===== config.mk =====
export PLATFORM = sky130hd
export DESIGN_NAME = game_referee
export DESIGN_NICKNAME = d
export VERILOG_FILES = /design/src/rtl/game_referee.sv
export SDC_FILE = /design/constraint.sdc
export NUM_CORES = 1
export LEC_CHECK = 0
export ABC_AREA = 1
export CAP_MARGIN = 10
export CORE_MARGIN = 5
export CORE_UTILIZATION = 56
export CTS_CLUSTER_SIZE = 14
export DETAILED_ROUTE_END_ITERATION = 10
export PLACE_DENSITY_LB_ADDON = 0.05
export SETUP_SLACK_MARGIN = 0.2
export SLEW_MARGIN = 10
export SYNTH_ARGS = -nofsm -noshare
export SYNTH_HDL_FRONTEND = slang
export SYNTH_SLANG_ARGS = --single-unit

===== constraint.sdc =====
create_clock -name clk -period 3.5 [get_ports clk]
set_input_delay 0.7 -clock clk [delete_from_list [all_inputs] [get_ports clk]]
set_output_delay 0.7 -clock clk [all_outputs]
set_load 0.02 [all_outputs]

===== src/rtl/game_referee.sv =====
`default_nettype none
// +----------------------------------------------------------------------------+
// | Module  : game_referee                                                     |
// | Brief   : Host-command sequencer that preloads/clears a game counter,      |
// |           times each game and reports its outcome and running totals.      |
// | Rev     : 1.0                                                              |
// +----------------------------------------------------------------------------+
module game_referee #(
  parameter  int COUNT_MAX_VALUE = 15,
  localparam int W               = $clog2(COUNT_MAX_VALUE)
) (
  input  logic         clk,
  input  logic         rst,
  input  logic         cmd_valid,
  output logic         cmd_ready,
  input  logic [1:0]   cmd_op,
  input  logic [W-1:0] cmd_data,
  input  logic         abort,
  output logic [1:0]   control,
  output logic         INIT,
  output logic [W-1:0] initial_value,
  output logic         clear,
  input  logic         GAMEOVER,
  input  logic [1:0]   WHO,
  output logic         res_valid,
  input  logic         res_ready,
  output logic [1:0]   res_who,
  output logic [15:0]  res_cycles,
  output logic [7:0]   res_round,
  output logic [7:0]   win_total,
  output logic [7:0]   lose_total,
  output logic         busy
);

  typedef enum logic [2:0] {
    S_IDLE    = 3'd0,
    S_PRELOAD = 3'd1,
    S_CLR     = 3'd2,
    S_RUN     = 3'd3,
    S_REPORT  = 3'd4
  } state_t;

  localparam logic [1:0] c_op_start    = 2'b00;
  localparam logic [1:0] c_op_set_mode = 2'b01;
  localparam logic [1:0] c_op_load     = 2'b10;
  localparam logic [1:0] c_who_win     = 2'b10;
  localparam logic [1:0] c_who_lose    = 2'b01;

  state_t       r_state;
  state_t       w_state_next;
  logic [1:0]   r_mode;
  logic [W-1:0] r_init_value;
  logic [15:0]  r_cycles;
  logic         r_aborting;
  logic [1:0]   r_res_who;
  logic [15:0]  r_res_cycles;
  logic [7:0]   r_res_round;
  logic [7:0]   r_win_total;
  logic [7:0]   r_lose_total;

  logic         w_cmd_fire;
  logic         w_run_over;
  logic         w_run_abort;
  logic         w_enter_report;
  logic [1:0]   w_report_who;
  logic [15:0]  w_cycles_inc;

  assign w_cmd_fire     = cmd_valid && (r_state == S_IDLE);
  // GAMEOVER wins over a simultaneous abort.
  assign w_run_over     = (r_state == S_RUN) && GAMEOVER;
  assign w_run_abort    = (r_state == S_RUN) && !GAMEOVER && abort;
  assign w_cycles_inc   = (r_cycles == 16'hFFFF) ? r_cycles : r_cycles + 16'd1;
  assign w_enter_report = (w_state_next == S_REPORT) && (r_state != S_REPORT);
  assign w_report_who   = w_run_over ? WHO : 2'b00;

  always_ff @(posedge clk or negedge rst) begin
    if (!rst) r_state <= S_IDLE;
    else      r_state <= w_state_next;
  end

  always_comb begin
    w_state_next = r_state;
    case (r_state)
      S_IDLE: begin
        if (w_cmd_fire) begin
          if (cmd_op == c_op_start)     w_state_next = S_CLR;
          else if (cmd_op == c_op_load) w_state_next = S_PRELOAD;
        end
      end
      S_PRELOAD: w_state_next = S_IDLE;
      // After an abort the clear pulse leads straight to the report.
      S_CLR:     w_state_next = r_aborting ? S_REPORT : S_RUN;
      S_RUN: begin
        if (GAMEOVER)   w_state_next = S_REPORT;
        else if (abort) w_state_next = S_CLR;
      end
      S_REPORT: if (res_ready) w_state_next = S_IDLE;
      default:  w_state_next = S_IDLE;
    endcase
  end

  always_ff @(posedge clk or negedge rst) begin
    if (!rst) begin
      r_mode       <= 2'b00;
      r_init_value <= '0;
      r_cycles     <= 16'd0;
      r_aborting   <= 1'b0;
      r_res_who    <= 2'b00;
      r_res_cycles <= 16'd0;
      r_res_round  <= 8'd0;
      r_win_total  <= 8'd0;
      r_lose_total <= 8'd0;
    end else begin
      if (w_cmd_fire && (cmd_op == c_op_set_mode)) r_mode <= cmd_data[1:0];
      if (w_cmd_fire && (cmd_op == c_op_load))     r_init_value <= cmd_data;
      if (w_cmd_fire && (cmd_op == c_op_start)) begin
        r_cycles   <= 16'd0;
        r_aborting <= 1'b0;
      end else if (r_state == S_RUN) begin
        r_cycles <= w_cycles_inc;
      end
      if (w_run_abort) r_aborting <= 1'b1;
      // Captured count includes the terminating RUN cycle.
      if (w_run_over || w_run_abort) begin
        r_res_who    <= w_report_who;
        r_res_cycles <= w_cycles_inc;
      end
      if (w_enter_report) begin
        r_res_round <= r_res_round + 8'd1;
        if ((r_res_who_next_win(w_run_over, w_report_who)) && (r_win_total != 8'hFF))
          r_win_total <= r_win_total + 8'd1;
        if (w_run_over && (w_report_who == c_who_lose) && (r_lose_total != 8'hFF))
          r_lose_total <= r_lose_total + 8'd1;
      end
    end
  end

  function automatic logic r_res_who_next_win(input logic over, input logic [1:0] who);
    return over && (who == c_who_win);
  endfunction

  assign cmd_ready     = (r_state == S_IDLE);
  assign busy          = (r_state != S_IDLE);
  assign control       = r_mode;
  assign INIT          = (r_state == S_PRELOAD);
  assign clear         = (r_state == S_CLR);
  assign initial_value = r_init_value;
  assign res_valid     = (r_state == S_REPORT);
  assign res_who       = r_res_who;
  assign res_cycles    = r_res_cycles;
  assign res_round     = r_res_round;
  assign win_total     = r_win_total;
  assign lose_total    = r_lose_total;

endmodule
`default_nettype wire


==> reports/qor.csv <==
stage,metric,value,unit
floorplan,std cell rows,28,
grt,Global Route Usage Sum,0.219,
cts,PostCTS Resize Cnt,0,
floorplan,die height,88.7,µm
critical_path,crit path DAT,1830,ps
cts,"Hold-fix buffers, CTS",0,
final_layout,NumNets Final,541,
grt,GRT overflow,0,
synth,Mapped Cells,452,
critical_path,slowest cell on the critical path,clkdlybuf4s50_1,
synth,"top cells by area, synth","dfrtp_1, nand2_1, inv_1",
floorplan,Initial Util,0.580,
timing,final hold vios,0,
timing,top achievable clock speed,396,MHz
cts,Setup Buffers After CTS,0,
final_layout,"commonest non-fill, non-tap cell in the layout",nand2_1,
power,Seq pwr share,0.418,
final_layout,Inserted Diodes,0,
detailed_routing,DRT Pass-1 Iters,4,
power,Peak VDD IR,0.434,mV
job,Max Cap Viol,0,
synth,largest family of logic cells by synthesized area,simple AND/OR/NAND/NOR gates,
cts,H-Tree Level Count,3,
critical_path,cell family with most CP delay,buffers and inverters,
critical_path,"Max FO, Critical Path",5,
timing,Final setup viols,0,
floorplan,Core ar.,5990,µm²
timing,clk_skew,8.05,ps
final_layout,Layout fillers,484,
final_layout,most frequent cells in the layout,"nand2_1, dfrtp_1, clkdlybuf4s50_1",
synth,post-synth top area cell,dfrtp_1,
power,Tot Pwr,0.00303,W
final_layout,layout cells sized above 1,0.0530,
synth,register area share after synthesis,0.490,
floorplan,I/O Pins,67,
cts,Clock Root Buffer,clkbuf_8,
synth,Syn Std Cell Area,3470,µm²
detailed_routing,Avg WL per Cell,12.7,µm
placement,IO buf count,66,
cts,CTS tree,built,
grt,vias in the first global route,3013,
cts,clock-pin slew on the worst setup and hold paths,70,ps
final_layout,P&R area growth vs syn,25.4,%
power,internal power,0.00183,W
detailed_routing,DR vias/cell,5.04,
grt,antenna violations before repair,0,
placement,gp weighted congestion,0.907,
cts,Skew-Pair Late Insertion Delay,340,ps
synth,mux cell area share after synthesis,0,
synth,Synth Area in Compound Gates,0.0386,
status,status,"complete, no violations",
synth,Synth Area in XOR/XNOR,0.0580,
placement,dpl ws,1090,ps
critical_path,CP Launch Type,flip-flop,
cts,clk buf depth,2,
detailed_routing,final WL,7630,µm
grt,largest net degree at the start of global routing,69,
power,Leakage,2.14,nW
timing,max-slew violations,0,
power,Gate power share,0.390,
floorplan,Die X,88.7,µm
timing,RSZ-0062 raised after global routing,false,
critical_path,CP Buf/Inv Count,1,
detailed_routing,DRC errors left,0,
detailed_routing,DRT iter0 DRCs,144,
cts,TritonCTS Sinks,68,
cts,CTS Buf Count,9,
power,PD cells,696,nW/µm²
critical_path,CP Cell Sequence,nor3_1 -> clkdlybuf4s50_1,
critical_path,CP Capture Type,output pin,
power,clock network power share,0.193,
synth,Synth Area in Simple Gates,0.337,
synth,synthesized net count,470,
placement,dpl hpwl,5550,µm
synth,#FFs+latches synth,68,
power,NetSw,0.00120,W
timing,worst-margin pin slew,840,ps
timing,Setup TNS,0,ps
detailed_routing,via count,3038,
synth,Synthesis Warnings,0,
timing,post-route setup slack,974,ps
timing,worst rel slew slack,0.440,
critical_path,required time worst endpoint,2800,ps
detailed_routing,post-route ant nets,0,
synth,Synth Area in Adders,0.0144,
worst_hold_path,min-delay worst type,reg -> reg,
grt,first-pass GRT wire length,13400,µm
critical_path,max incr delay on CP,680,ps
final_layout,FF+latch area,1700,µm²
synth,Syn Area/Cell,7.68,µm²
final_layout,footprint of the multi-input gates,1560,µm²
timing,period utilization,0.722,
timing,Final Critical Period,2530,ps
synth,post-synth top area share,0.490,
critical_path,CP Class,reg -> out,
floorplan,full die area,7870,µm²
power,Net Sw Frac,0.395,
synth,Yosys cell types,24,
## cell usage after synthesis
cell type,number
o21ai_0,17
buf_2,1
a21oi_2,1
o21bai_1,2
xnor2_1,10
nor2_2,2
xor2_1,13
inv_1,41
buf_4,3
nand4_1,7
buf_6,2
clkbuf_1,1
inv_2,2
nand3_1,30
nor3_2,3
nand2_2,2
nand3_2,1
nor3_1,8
nand3b_1,3
ha_1,4
nand2_1,197
nor2_1,29
dfrtp_1,68
o21ai_1,5
## logic make-up after synthesis
kind of cell / Yosys count
compound gates: 25
xor+xnor: 23
fa+ha+maj: 4
buf+inv: 50
flops: 68
simple gates: 282
## power by group through the flow
stage | registers [W] | clock network (W) | logic [W]
after floorplan | 0.00142 | 0 | 0.000507
after global placement | 0.00127 | 0 | 0.00116
after detailed placement | 0.00127 | 0 | 0.00119
after CTS | 0.00127 | 0.000595 | 0.00120
after global routing | 0.00131 | 0.000632 | 0.00130
final | 0.00127 | 0.000583 | 0.00118
## worst register-to-register path: stages, from the launching register on
cell and delay (ps):
dfrtp_1 430, ha_1 230, nand2_1 70, nor3_1 280, nand3_1 170, nand3_1 350
inv_1 160, nand2_1 90, nand2_1 40
## flip-flops by register name, summed over array words and instances (netlist names)
register,flops
res_round,8
res_cycles,16
initial_value,4
res_who,2
r_state,3
control,2
r_cycles,16
win_total,8
r_aborting,1
lose_total,8
## stage by stage
step	std cells	utilization	hold WS [ps]	instance area, µm²
CTS	603	0.727	484	4350
detailed placement	587	0.697	463	4180
global route	603	0.727	515	4350
finish	603	0.727	479	4350
global placement	587	0.697	458	4180
floorplan	452	-	404	3470
## layout make-up
type,count,share of cell area
flip-flops and latches,68,0.391
clock inverters,5,0.00862
well taps,75,0.0216
repair buffers,67,0.152
multi-input cells,334,0.357
clock buffers,11,0.0325
inverters,43,0.0371
## worst paths after layout
check | start | to | slack [ps] | cells past startpoint
min in group asynchronous | rst | initial_value[0]$_DFFE_PN0P_ | 530 | 2
max reg2reg | win_total[0]$_DFFE_PN0P_ | win_total[3]$_DFFE_PN0P_ | 1570 | 8
max in group asynchronous | rst | lose_total[1]$_DFFE_PN0P_ | 2410 | 2
min | res_cycles[8]$_DFFE_PN0P_ | res_cycles[8]$_DFFE_PN0P_ | 480 | 2
min reg2reg | res_cycles[8]$_DFFE_PN0P_ | res_cycles[8]$_DFFE_PN0P_ | 480 | 2
max | r_state[0]$_DFF_PN0_ | res_valid | 970 | 2
## metal layers
layer	up-vias	GRT usage	wire (µm)
li1	1554	-	-
met1	1408	0.275	3430
met2	65	0.365	3730
met3	11	0.0475	348
met4	0	0.0907	122
met5	-	0	0
No activity file was read; power rests on OpenSTA's default activity.
==> RTL edit: new RTL, same flow settings <==
Encoding of `state_t`: now one-hot (5 bits for 5 states).
--- a/src/rtl/game_referee.sv
+++ b/src/rtl/game_referee.sv
@@ -32,12 +32,12 @@
   output logic         busy
 );
 
-  typedef enum logic [2:0] {
-    S_IDLE    = 3'd0,
-    S_PRELOAD = 3'd1,
-    S_CLR     = 3'd2,
-    S_RUN     = 3'd3,
-    S_REPORT  = 3'd4
+  typedef enum logic [4:0] {
+    S_IDLE    = 5'b00001,
+    S_PRELOAD = 5'b00010,
+    S_CLR     = 5'b00100,
+    S_RUN     = 5'b01000,
+    S_REPORT  = 5'b10000
   } state_t;
 
   localparam logic [1:0] c_op_start    = 2'b00;
Check against the original RTL: no difference found for any inputs over 10 cycles, from zero or initial values and one cycle with rst low; not proved beyond that.
==> RTL edit against the unedited design <==
  * Routed wire length grew 9.6%
  * Non-clock buffer count is the same
  * Power shrank 17%
  * Hold slack lost 0.0074 ns
  * Combinational power shrank 42%
  * Cell area grew 7.2%
  * Maximum frequency shrank 1.5%
  * Sequential cell count grew 2
  * Area after synthesis grew 7.2%
  * Die area grew 6.4%
  * Worst setup slack lost 0.039 ns
  * Via count grew 8.0%
  * Critical path type unchanged
  * Largest cell class is now multi-input combinational cells
==> RTL edit: results (changes against the unedited design) <==
- The worst slack at placement came to 1.30 ns (+0.208 ns).
- The multi-input logic cell count was 363 (+8.7%).
- The fraction of area in clock buffers and inverters was 4.99% (+0.88 points).
- The per-instance average area after synthesis is 7.86 um^2 (+2.3%).
- The routed via count is 3282 (+8.0%).
- The maximum ir drop on the vdd rail is 425 uV (-2.0%).
- The share of the final layout cell area in sequential cells is 37.6% (-1.5 points).
- The maximum cell stage delay along the critical path is 0.61 ns (-0.07 ns).
- The critical-path maximum fanout came to 4 (-1).
- The distinct cell type count after synthesis is 33 (+38%).
- The iteration-0 DRC count of the detailed router is 149 (+3.5%).
- The arrival time reported for the critical path endpoint is 1.86 ns (+0.03 ns).
- The worst register-to-register path ends at r_cycles[11].
- The path with the worst hold slack has its endpoint at res_who[1].
- The buffering overhead is 14.2% (-1.0 points).
- The number of global-route vias before repair is 3226 (+7.1%).
- The number of filler cells placed in the layout is 516 (+6.6%).
- After synthesis, the cell types taking the most area are dfrtp_1 46%, nand2_1 20%, nand3_1 7.7%, xor2_1 3.8%, inv_1 3.2%.
- The final setup skew is 0.00848 ns (+0.000429 ns).
- The wire length on met2 is 4050 um (+8.5%).
- The worst hold slack is 0.472 ns (-0.00737 ns).
- The HPWL after detailed placement is 5760 um (+3.9%).
- The flow ran to the end, and the final reports show no timing, DRC or antenna violations.
- The well-tap cell count is 77 (+2.7%).
- The multi-input gate area in the final layout is 1790 um^2 (+15%).
- The net count of the finished layout is 563 (+4.1%).
- The synthesized net count was 492 (+4.7%).
RTL edit: cell types whose count changed in the layout (fill, tap and decap cells not counted), sizes merged, moves of 3 or more:
cell / unedited run / this run
inv: 43 / 34
nand2: 199 / 209
nand3: 31 / 60
nor2: 31 / 36
nor3: 11 / 3
o21ai: 22 / 12
xor2: 13 / 16
RTL edit: logic make-up after synthesis:
| logic type | after synthesis | share of synthesized area [%] |
|---|---|---|
| AO/OA/AOI/OAI | 15 | 2.25 |
| XOR/XNOR | 25 | 5.88 |
| adder cells (fa/ha/maj) | 4 | 1.34 |
| buffers and inverters | 41 | 4.77 |
| flip-flops | 70 | 47.1 |
| AND/OR/NAND/NOR | 319 | 38.7 |
RTL edit: power breakdown:
| part | leakage, nW | internal [W] | switching, W |
|---|---|---|---|
| combinational | 1.28 | 0.000308 | 0.000380 |
| sequential | 0.953 | 0.000951 | 0.000123 |
| clock | 0.116 | 0.000440 | 0.000307 |
| total | 2.35 | 0.00170 | 0.000810 |
RTL edit: how the worst max path moves through the flow:
stage / startpoint / slack, ns / cells past startpoint / endpoint
after detailed placement: GAMEOVER / 1.30 / 7 / lose_total[5]
final: r_state[3] / 0.94 / 4 / cmd_ready
after global routing: r_state[3] / 0.83 / 4 / cmd_ready
after floorplan: r_state[3] / 1.70 / 3 / INIT
after global placement: GAMEOVER / 1.32 / 6 / lose_total[7]
after CTS: r_state[3] / 0.91 / 4 / cmd_ready
RTL edit: worst reg2reg max path: cells and delay by family, from the launching register on:
kind	cells	cell delay, ns
fa+ha+maj	1	0.25
simple gates	4	0.89
flops	1	0.46
buf+inv	1	0.15
compound gates	1	0.09
RTL edit: per-layer routing:
metal  GRT usage [%]  vias to the layer above
li1                -                     1657
met4            5.78                        0
met3            5.29                        9
met1            29.0                     1521
met5               0                        -
met2            33.9                       95
